## src/rtl/instr_fetch_ctrl.sv

```systemverilog
// instr_fetch_ctrl
//   Instruction fetch sequencer. Holds the fetch PC and drives it onto the
//   instruction ROM address. Each fetched word is captured, together with its
//   PC, into a small prefetch queue. The queue head is offered to decode
//   through a valid/ready handshake. A redirect from execute flushes the queue
//   and restarts fetch at a new PC. Fetching HALT_INSTR stops further fetches
//   until the next redirect or reset.
//
// Ports
//   clk            system clock, rising edge
//   reset          synchronous, active-high
//   enable         fetch permitted this cycle (does not gate the output side)
//   imem_addr      ROM word address (= fetch PC register)
//   imem_data      ROM read data for imem_addr, same cycle
//   out_valid      queue head valid
//   out_instr      instruction at queue head
//   out_pc         PC of out_instr
//   out_ready      decode accepts head this cycle
//   redirect_valid flush queue and restart at redirect_pc
//   redirect_pc    new fetch address
//   halted         HALT_INSTR has been queued; fetch stopped
module instr_fetch_ctrl #(
   parameter int unsigned DEPTH      = 2,        // power of two, >= 2
   parameter logic [15:0] RESET_PC   = 16'h0000,
   parameter logic [15:0] HALT_INSTR = 16'hFFFF
) (
   input  logic        clk,
   input  logic        reset,
   input  logic        enable,
   output logic [15:0] imem_addr,
   input  logic [15:0] imem_data,
   output logic        out_valid,
   output logic [15:0] out_instr,
   output logic [15:0] out_pc,
   input  logic        out_ready,
   input  logic        redirect_valid,
   input  logic [15:0] redirect_pc,
   output logic        halted
);

   localparam int unsigned AW = (DEPTH > 1) ? $clog2(DEPTH) : 1;
   localparam int unsigned CW = $clog2(DEPTH) + 1;

   typedef struct packed {
      logic [15:0] pc;
      logic [15:0] instr;
   } entry_t;

   typedef enum logic {
      FETCHING = 1'b0,
      HALTED   = 1'b1
   } state_t;

   entry_t        q_mem [DEPTH];
   logic [AW-1:0] rd_ptr;
   logic [AW-1:0] wr_ptr;
   logic [CW-1:0] count;
   logic [15:0]   fetch_pc;
   state_t        state;
   state_t        state_nxt;
   logic          push;
   logic          pop;
   logic          is_halt;

   assign out_valid = (count != '0);
   assign pop       = out_valid & out_ready;
   assign is_halt   = (imem_data == HALT_INSTR);
   assign imem_addr = fetch_pc;
   assign halted    = (state == HALTED);
   assign out_instr = q_mem[rd_ptr].instr;
   assign out_pc    = q_mem[rd_ptr].pc;

   // Push decision and implicit FETCHING/HALTED machine. A full queue still
   // accepts a push when the head leaves in the same cycle.
   always_comb begin
      state_nxt = state;
      push      = 1'b0;
      if (redirect_valid) begin
         state_nxt = FETCHING;
      end else if (state == FETCHING && enable &&
                   ((count < CW'(DEPTH)) || pop)) begin
         push = 1'b1;
         if (is_halt)
            state_nxt = HALTED;
      end
   end

   always_ff @(posedge clk) begin
      if (reset)
         state <= FETCHING;
      else
         state <= state_nxt;
   end

   always_ff @(posedge clk) begin
      if (reset) begin
         fetch_pc <= RESET_PC;
         rd_ptr   <= '0;
         wr_ptr   <= '0;
         count    <= '0;
      end else if (redirect_valid) begin
         // Any pop this cycle is simply accepted; the rest is discarded.
         fetch_pc <= redirect_pc;
         rd_ptr   <= '0;
         wr_ptr   <= '0;
         count    <= '0;
      end else begin
         if (push) begin
            wr_ptr <= wr_ptr + AW'(1);
            // PC parks on the halt word so imem_addr points at it while halted.
            if (!is_halt)
               fetch_pc <= fetch_pc + 16'd1;
         end
         if (pop)
            rd_ptr <= rd_ptr + AW'(1);
         case ({push, pop})
            2'b10:   count <= count + CW'(1);
            2'b01:   count <= count - CW'(1);
            default: count <= count;
         endcase
      end
   end

   // Queue storage carries no reset; validity is tracked by count alone.
   always_ff @(posedge clk) begin
      if (push && !reset)
         q_mem[wr_ptr] <= '{pc: fetch_pc, instr: imem_data};
   end

endmodule

```

## config.mk

```make
export PLATFORM = sky130hd
export DESIGN_NAME = instr_fetch_ctrl
export DESIGN_NICKNAME = d
export VERILOG_FILES = /design/src/rtl/instr_fetch_ctrl.sv
export SDC_FILE = /design/constraint.sdc
export NUM_CORES = 1
export LEC_CHECK = 0
export CORE_ASPECT_RATIO = 0.6
export CORE_MARGIN = 1.5
export CORE_UTILIZATION = 49
export DETAILED_ROUTE_END_ITERATION = 10
export GPL_ROUTABILITY_DRIVEN = 0
export PLACE_DENSITY = 0.79
export SLEW_MARGIN = 30
export SYNTH_ARGS = -nofsm -noshare
export SYNTH_HDL_FRONTEND = slang
export SYNTH_SLANG_ARGS = --single-unit
```

## constraint.sdc

```tcl
create_clock -name clk -period 4.7 [get_ports clk]
set_clock_uncertainty 0.1 [all_clocks]
set_input_delay 0.94 -clock clk [delete_from_list [all_inputs] [get_ports clk]]
set_output_delay 0.94 -clock clk [all_outputs]
set_load 0.05 [all_outputs]
```

# == After elaboration in Yosys (flattened, before gate mapping) ==
# Memory sizes are Yosys's and may differ from the RTL's. A register that Yosys moved wholly into a read port is not among the register bits.
# Cells that the tools add are included.
# totals
mem_bits_ro,0
inputBits,37
out_inout_bits,50
word_cells,39
mem_count,1
mem_bits_rw,64
regBits,21
latchBits,0
# op_classes
n_eq_ne,4
div,0
addsub,5
magnitude_cmp,1
n_mul,0
bitwise,2
mux,10
n_shift,0
n_reduce_logical,11
# memory_table
name,depth,width,rd,rd_clocked_by_memory_dff,write_ports,line_no,text
q_mem,2,32,1,1,1,54,entry_t q_mem [DEPTH];
# op_table
operator,count
16-bit 2-to-1 mux,3
16-bit by 1-bit adder with 16-bit output (second input constant),1
16-bit equality test (second input constant),1
1-bit 2-to-1 mux,6
2-bit nonzero test,3
2-bit one-hot mux with 2 select lines,1
2-bit AND reduction,2
1-bit logical AND,3
1-bit adder (second input constant),2
2-bit by 1-bit adder with 2-bit output (second input constant),1
2-bit by 1-bit equality test with 1-bit output (second input constant),1
2-bit equality test (second input constant),1
2-bit less-than comparator (second input constant),1
2-bit inequality test (second input constant),1
2-bit OR reduction,1
2-bit by 1-bit subtractor with 2-bit output (second input constant),1
1-bit bitwise AND,1
1-bit logical NOT,1
1-bit logical OR,1
1-bit NOT,1

# == Longest topological paths before layout ==
# logic_depth
ltp_word,9
ltp_mapped,7
ltp_nobuf,7

# == Least setup slack after synthesis ==
# Ideal clock, no wire load.
# synth_path
path_kind,input -> register
start,in redirect_valid
end,mem q_mem[0][0] in the netlist's numbering (enable)
n_path_buf,1
slack_ns,0.525
t_required_ns,4.139
stages,3
t_arrival_ns,3.614
setup_ns,0.461
cell_sequence,or2_2 clkbuf_1 nor3_1
# synth_between
elab_chain_cells,4
# synth_lines
element,line_no,text
start: declaration,36,"input logic redirect_valid,"
1-bit 2-to-1 mux,78,if (redirect_valid) begin
1-bit logical AND,126,if (push && !reset)
1-bit 2-to-1 mux,126,
1-bit 2-to-1 mux (not written as such),127,"q_mem[wr_ptr] <= '{pc: fetch_pc, instr: imem_data};"
end: declaration,54,
# Every way passes these cells.

==> impl.org <==
** Status
- The flow ran to the end, and the final reports show no timing, DRC or antenna violations.

** Power and ir drop
- Summed over all cells, the static leakage comes to 1.62 nW.
- Total power for the finished layout comes to 1.78 mW.
- Peak VDD IR :: 0.165 mV
- Power per cell area :: 364 mW/mm^2

** Yosys
- Synthesized-area fraction occupied by adder cells :: 0.00690
- The number of nets in the synthesized netlist is 302.
- Number of synthesis warnings :: 0
- Post-synth ARST share :: 0
- The number of different library cells used by synthesis comes to 42.
- Post-Synthesis Mean Instance Area :: 13.8 um^2
- By area, the combinational part of the netlist is dominated by simple AND/OR/NAND/NOR gates.
- Number of enable flip-flop cells after synthesis :: 64
- Number of flip-flops and latches in the synthesized netlist :: 86
- The portion of synthesized area spent on multiplexers is 0.0994.
- Part of the Yosys area used for sequential elements :: 0.651
- The synthesized design spends more area on one cell type than any other, namely sky130_fd_sc_hd__edfxtp_1.
- By area the synthesized netlist is led by sky130_fd_sc_hd__edfxtp_1 53%, sky130_fd_sc_hd__dfxtp_1 12%, sky130_fd_sc_hd__mux2_2 9.9%, sky130_fd_sc_hd__a311oi_1 2.9%, sky130_fd_sc_hd__nor2_1 2.2%.
- Synthesized instance count :: 263
- The share of synthesized area in the top cell type comes to 0.530.
- Among all flip-flop cells after synthesis, the most frequent one is sky130_fd_sc_hd__edfxtp_1.
- Of the total synthesized cell area, the portion taken by AND, OR, NAND and NOR gates is 0.138.
- The mapped netlist covers 0.00363 mm^2.
- Xor and xnor fraction of the mapped netlist area :: 0.00966
- Area fraction in compound gates after synthesis :: 0.0749

** Cells and area
- Number of nets in the layout :: 390
- Area of the multi-input gates :: 0.00121 mm^2
- Number of filler cells placed in the layout :: 515
- Register area :: 0.00236 mm^2
- Fraction of final layout cells sized beyond drive strength 1 :: 0.174
- Area growth from synthesis to final layout :: 34.7%
- Count of antenna diodes in the layout :: 0

** Worst setup path
- STA puts the critical path data required time at 3.66 ns.
- In this run the worst path has a maximum fanout of 32.
- The critical path in this run is classified as reg -> out.
- Type of element launching the critical path :: flop
- Data on the critical path arrives at its endpoint at 2.16 ns.
- Type of element capturing the critical path :: primary output
- Register-to-Register Path Depth :: 4

** Drt
- The first TritonRoute pass finished after 5 iterations.
- Number of nets still failing antenna checks after routing :: 0
- The final route contains 2611 vias.
- The routed design has 8.39 mm of wire.
- Detail-routed via count per cell :: 5.84
- Wire length per cell :: 18.8 um
- Post-detailed-route DRC marker count :: 0
- The first routing iteration left 294 violations.

** Die
- Total Die Area :: 0.00794 mm^2
- For this configuration, the core starts out at a cell density of 0.503.
- Measured along the x axis, the die boundary spans 114 um.
- The core region is 0.00721 mm^2.
- IO Pins :: 87
- DIE HEIGHT :: 69.6 um
- The floorplan has 24 rows.

** Timing
- Headroom to the max-slew limit came out at 0.460.
- Setup violations remaining at the end of the flow were counted as 0.
- The clock period could shrink to 3.20 ns.
- RSZ-0062 raised after global routing :: false
- Number of max-slew violations in the final report :: 0
- For the final routed database, the setup TNS stands at 0 ns.
- For the pin with the worst max-slew slack, the measured transition is 0.804 ns.
- Final clock period utilization by the worst path :: 0.681
- Highest clock frequency the design can meet :: 312 MHz
- The total count of hold-check failures in the final report came to 0.

** Flow run
- The tool flagged a number of max-cap violations equal to 0.

** Clocking
- No sink is reached through more buffers than the 2 on the longest clock path.
- Clock root cell :: sky130_fd_sc_hd__clkbuf_16
- Clock tree from TritonCTS :: done
- The tree built by TritonCTS fans out to 86 sinks.
- CTS built an H-tree with a depth of 3.
- Cells resized by post-CTS repair :: 0
- For the worst-skew pair, the clock arrives at the later sink with an insertion delay of 0.33 ns.
- Clock buffers created by TritonCTS :: 9
- After clock tree synthesis, the clock-pin slew on the worst setup and hold paths is 0.06 ns.
- Once the clock tree was built, the setup fixing pass inserted 0 buffers.
- After clock tree synthesis, the flow added hold-fix buffers numbering 0.

** GRT
- The first global-routing pass estimated 13.1 mm of wire.
- The number of antenna violations at the first check in global routing was 0.
- Vias in the first global route :: 2447
- Total overflow reported by the global router :: 0
- For this run, the total global-route usage over all layers was measured as 0.221.
- Entering global routing, the biggest net connects 33 pins.

** Worst hold path
- Worst hold path stage count :: 2
- In this run the worst hold path is classified as reg -> reg.

** Placed design
- Once detailed placement completed, the half-perimeter wirelength came to 5.77 mm.
- During placement, the flow inserted port buffers numbering 86.
==> kinds of logic (layout without fill, tap and decap cells) <==
| kind of cell | count (synthesis) | count (layout) |
|---|---|---|
| buffers and inverters | 16 | 109 |
| AND/OR/NAND/NOR | 86 | 86 |
| multiplexers | 32 | 32 |
| adder cells (fa/ha/maj) | 2 | 2 |
| XOR/XNOR | 4 | 4 |
| flip-flops | 86 | 86 |
| AO/OA/AOI/OAI | 37 | 37 |
==> power breakdown <==
part	internal, mW	switching (mW)
Combinational	0.0860	0.128
Sequential	0.841	0.0276
Clock	0.415	0.282
==> cell usage in the layout, fill, tap and decap left out, types with 3 or more instances in the layout <==
| master | n |
|---|---|
| sky130_fd_sc_hd__mux2_2 | 32 |
| sky130_fd_sc_hd__nor2_1 | 21 |
| sky130_fd_sc_hd__a21oi_1 | 4 |
| sky130_fd_sc_hd__or4_1 | 8 |
| sky130_fd_sc_hd__inv_1 | 3 |
| sky130_fd_sc_hd__or3_1 | 4 |
| sky130_fd_sc_hd__nand2b_1 | 3 |
| sky130_fd_sc_hd__o31ai_1 | 7 |
| sky130_fd_sc_hd__edfxtp_1 | 64 |
| sky130_fd_sc_hd__nand4_1 | 7 |
| sky130_fd_sc_hd__nand3_1 | 7 |
| sky130_fd_sc_hd__and3_1 | 3 |
| sky130_fd_sc_hd__buf_4 | 3 |
| sky130_fd_sc_hd__nand2_1 | 8 |
| sky130_fd_sc_hd__o21ai_0 | 6 |
| sky130_fd_sc_hd__clkbuf_16 | 9 |
| sky130_fd_sc_hd__dfxtp_1 | 22 |
| sky130_fd_sc_hd__clkdlybuf4s50_1 | 86 |
| sky130_fd_sc_hd__a311oi_1 | 12 |
| sky130_fd_sc_hd__xnor2_1 | 3 |
| sky130_fd_sc_hd__nand3b_1 | 3 |
| sky130_fd_sc_hd__nor3_1 | 3 |
| sky130_fd_sc_hd__nor2b_1 | 3 |
==> through the flow <==
stage | worst slack (ns) | hold WS (ns) | instance area [um^2] | utilization | std cells
after floorplan | 0.525 | 0.375 | 3630 | - | 263
after global placement | 1.41 | 0.398 | 4580 | 0.635 | 430
after detailed placement | 1.34 | 0.404 | 4590 | 0.637 | 431
after CTS | 1.49 | 0.420 | 4890 | 0.678 | 447
after global routing | 1.42 | 0.441 | 4890 | 0.678 | 447
final | 1.50 | 0.415 | 4890 | 0.678 | 447
==> worst paths after layout <==
path | end | slack, ns | startpoint
max | out_pc[3] | 1.50 | flop
min | rd_ptr | 0.41 | rd_ptr
max reg2reg | imem_addr[6] | 2.41 | imem_addr[1]
min reg2reg | rd_ptr | 0.41 | rd_ptr
==> layout make-up <==
class	count	area share
Timing Repair Buffer	90	0.183
Clock inverter	6	0.0141
Multi-Input combinational cell	161	0.247
Tap cell	91	0.0233
Clock buffer	10	0.0469
Sequential cell	86	0.483
Inverter	3	0.00230
==> per-layer routing <==
metal	GRT usage	vias to the layer above	wire [um]
met4	0.0611	0	88
met1	0.302	1245	3640
met5	0	-	0
li1	-	1209	-
met2	0.325	149	3760
met3	0.0944	8	899
==> worst max-delay path: stages (launching register included) <==
cell and delay, ns:
sky130_fd_sc_hd__dfxtp_1 0.31, sky130_fd_sc_hd__buf_4 0.40, sky130_fd_sc_hd__mux2_2 0.39, sky130_fd_sc_hd__clkdlybuf4s50_1 0.72
==> flip-flops by register name (all words and copies together), names as in the netlist, named ones only <==
register	flops
halted	1
q_mem	64
rd_ptr	1
wr_ptr	1
count	2
imem_addr	16
==> cell usage after synthesis (2+ instances only) <==
master	number
sky130_fd_sc_hd__nand3b_1	3
sky130_fd_sc_hd__nand2_1	8
sky130_fd_sc_hd__nand4_2	2
sky130_fd_sc_hd__inv_1	3
sky130_fd_sc_hd__nor2b_1	3
sky130_fd_sc_hd__buf_1	3
sky130_fd_sc_hd__xnor2_1	3
sky130_fd_sc_hd__or4_1	8
sky130_fd_sc_hd__and3_1	3
sky130_fd_sc_hd__a311oi_1	12
sky130_fd_sc_hd__mux2_2	32
sky130_fd_sc_hd__a31oi_1	2
sky130_fd_sc_hd__o31ai_1	7
sky130_fd_sc_hd__or2_2	2
sky130_fd_sc_hd__nand3_1	7
sky130_fd_sc_hd__o21ai_0	6
sky130_fd_sc_hd__a2111oi_0	2
sky130_fd_sc_hd__clkbuf_1	8
sky130_fd_sc_hd__nor3b_1	2
sky130_fd_sc_hd__nand4_1	7
sky130_fd_sc_hd__nor2_1	21
sky130_fd_sc_hd__or3_1	4
sky130_fd_sc_hd__edfxtp_1	64
sky130_fd_sc_hd__a21oi_1	4
sky130_fd_sc_hd__nor4_1	2
sky130_fd_sc_hd__dfxtp_1	22
sky130_fd_sc_hd__nor3_1	4
sky130_fd_sc_hd__o211ai_1	2
sky130_fd_sc_hd__nand2b_1	3
sky130_fd_sc_hd__ha_1	2
Power figures use the tool's default switching activity.
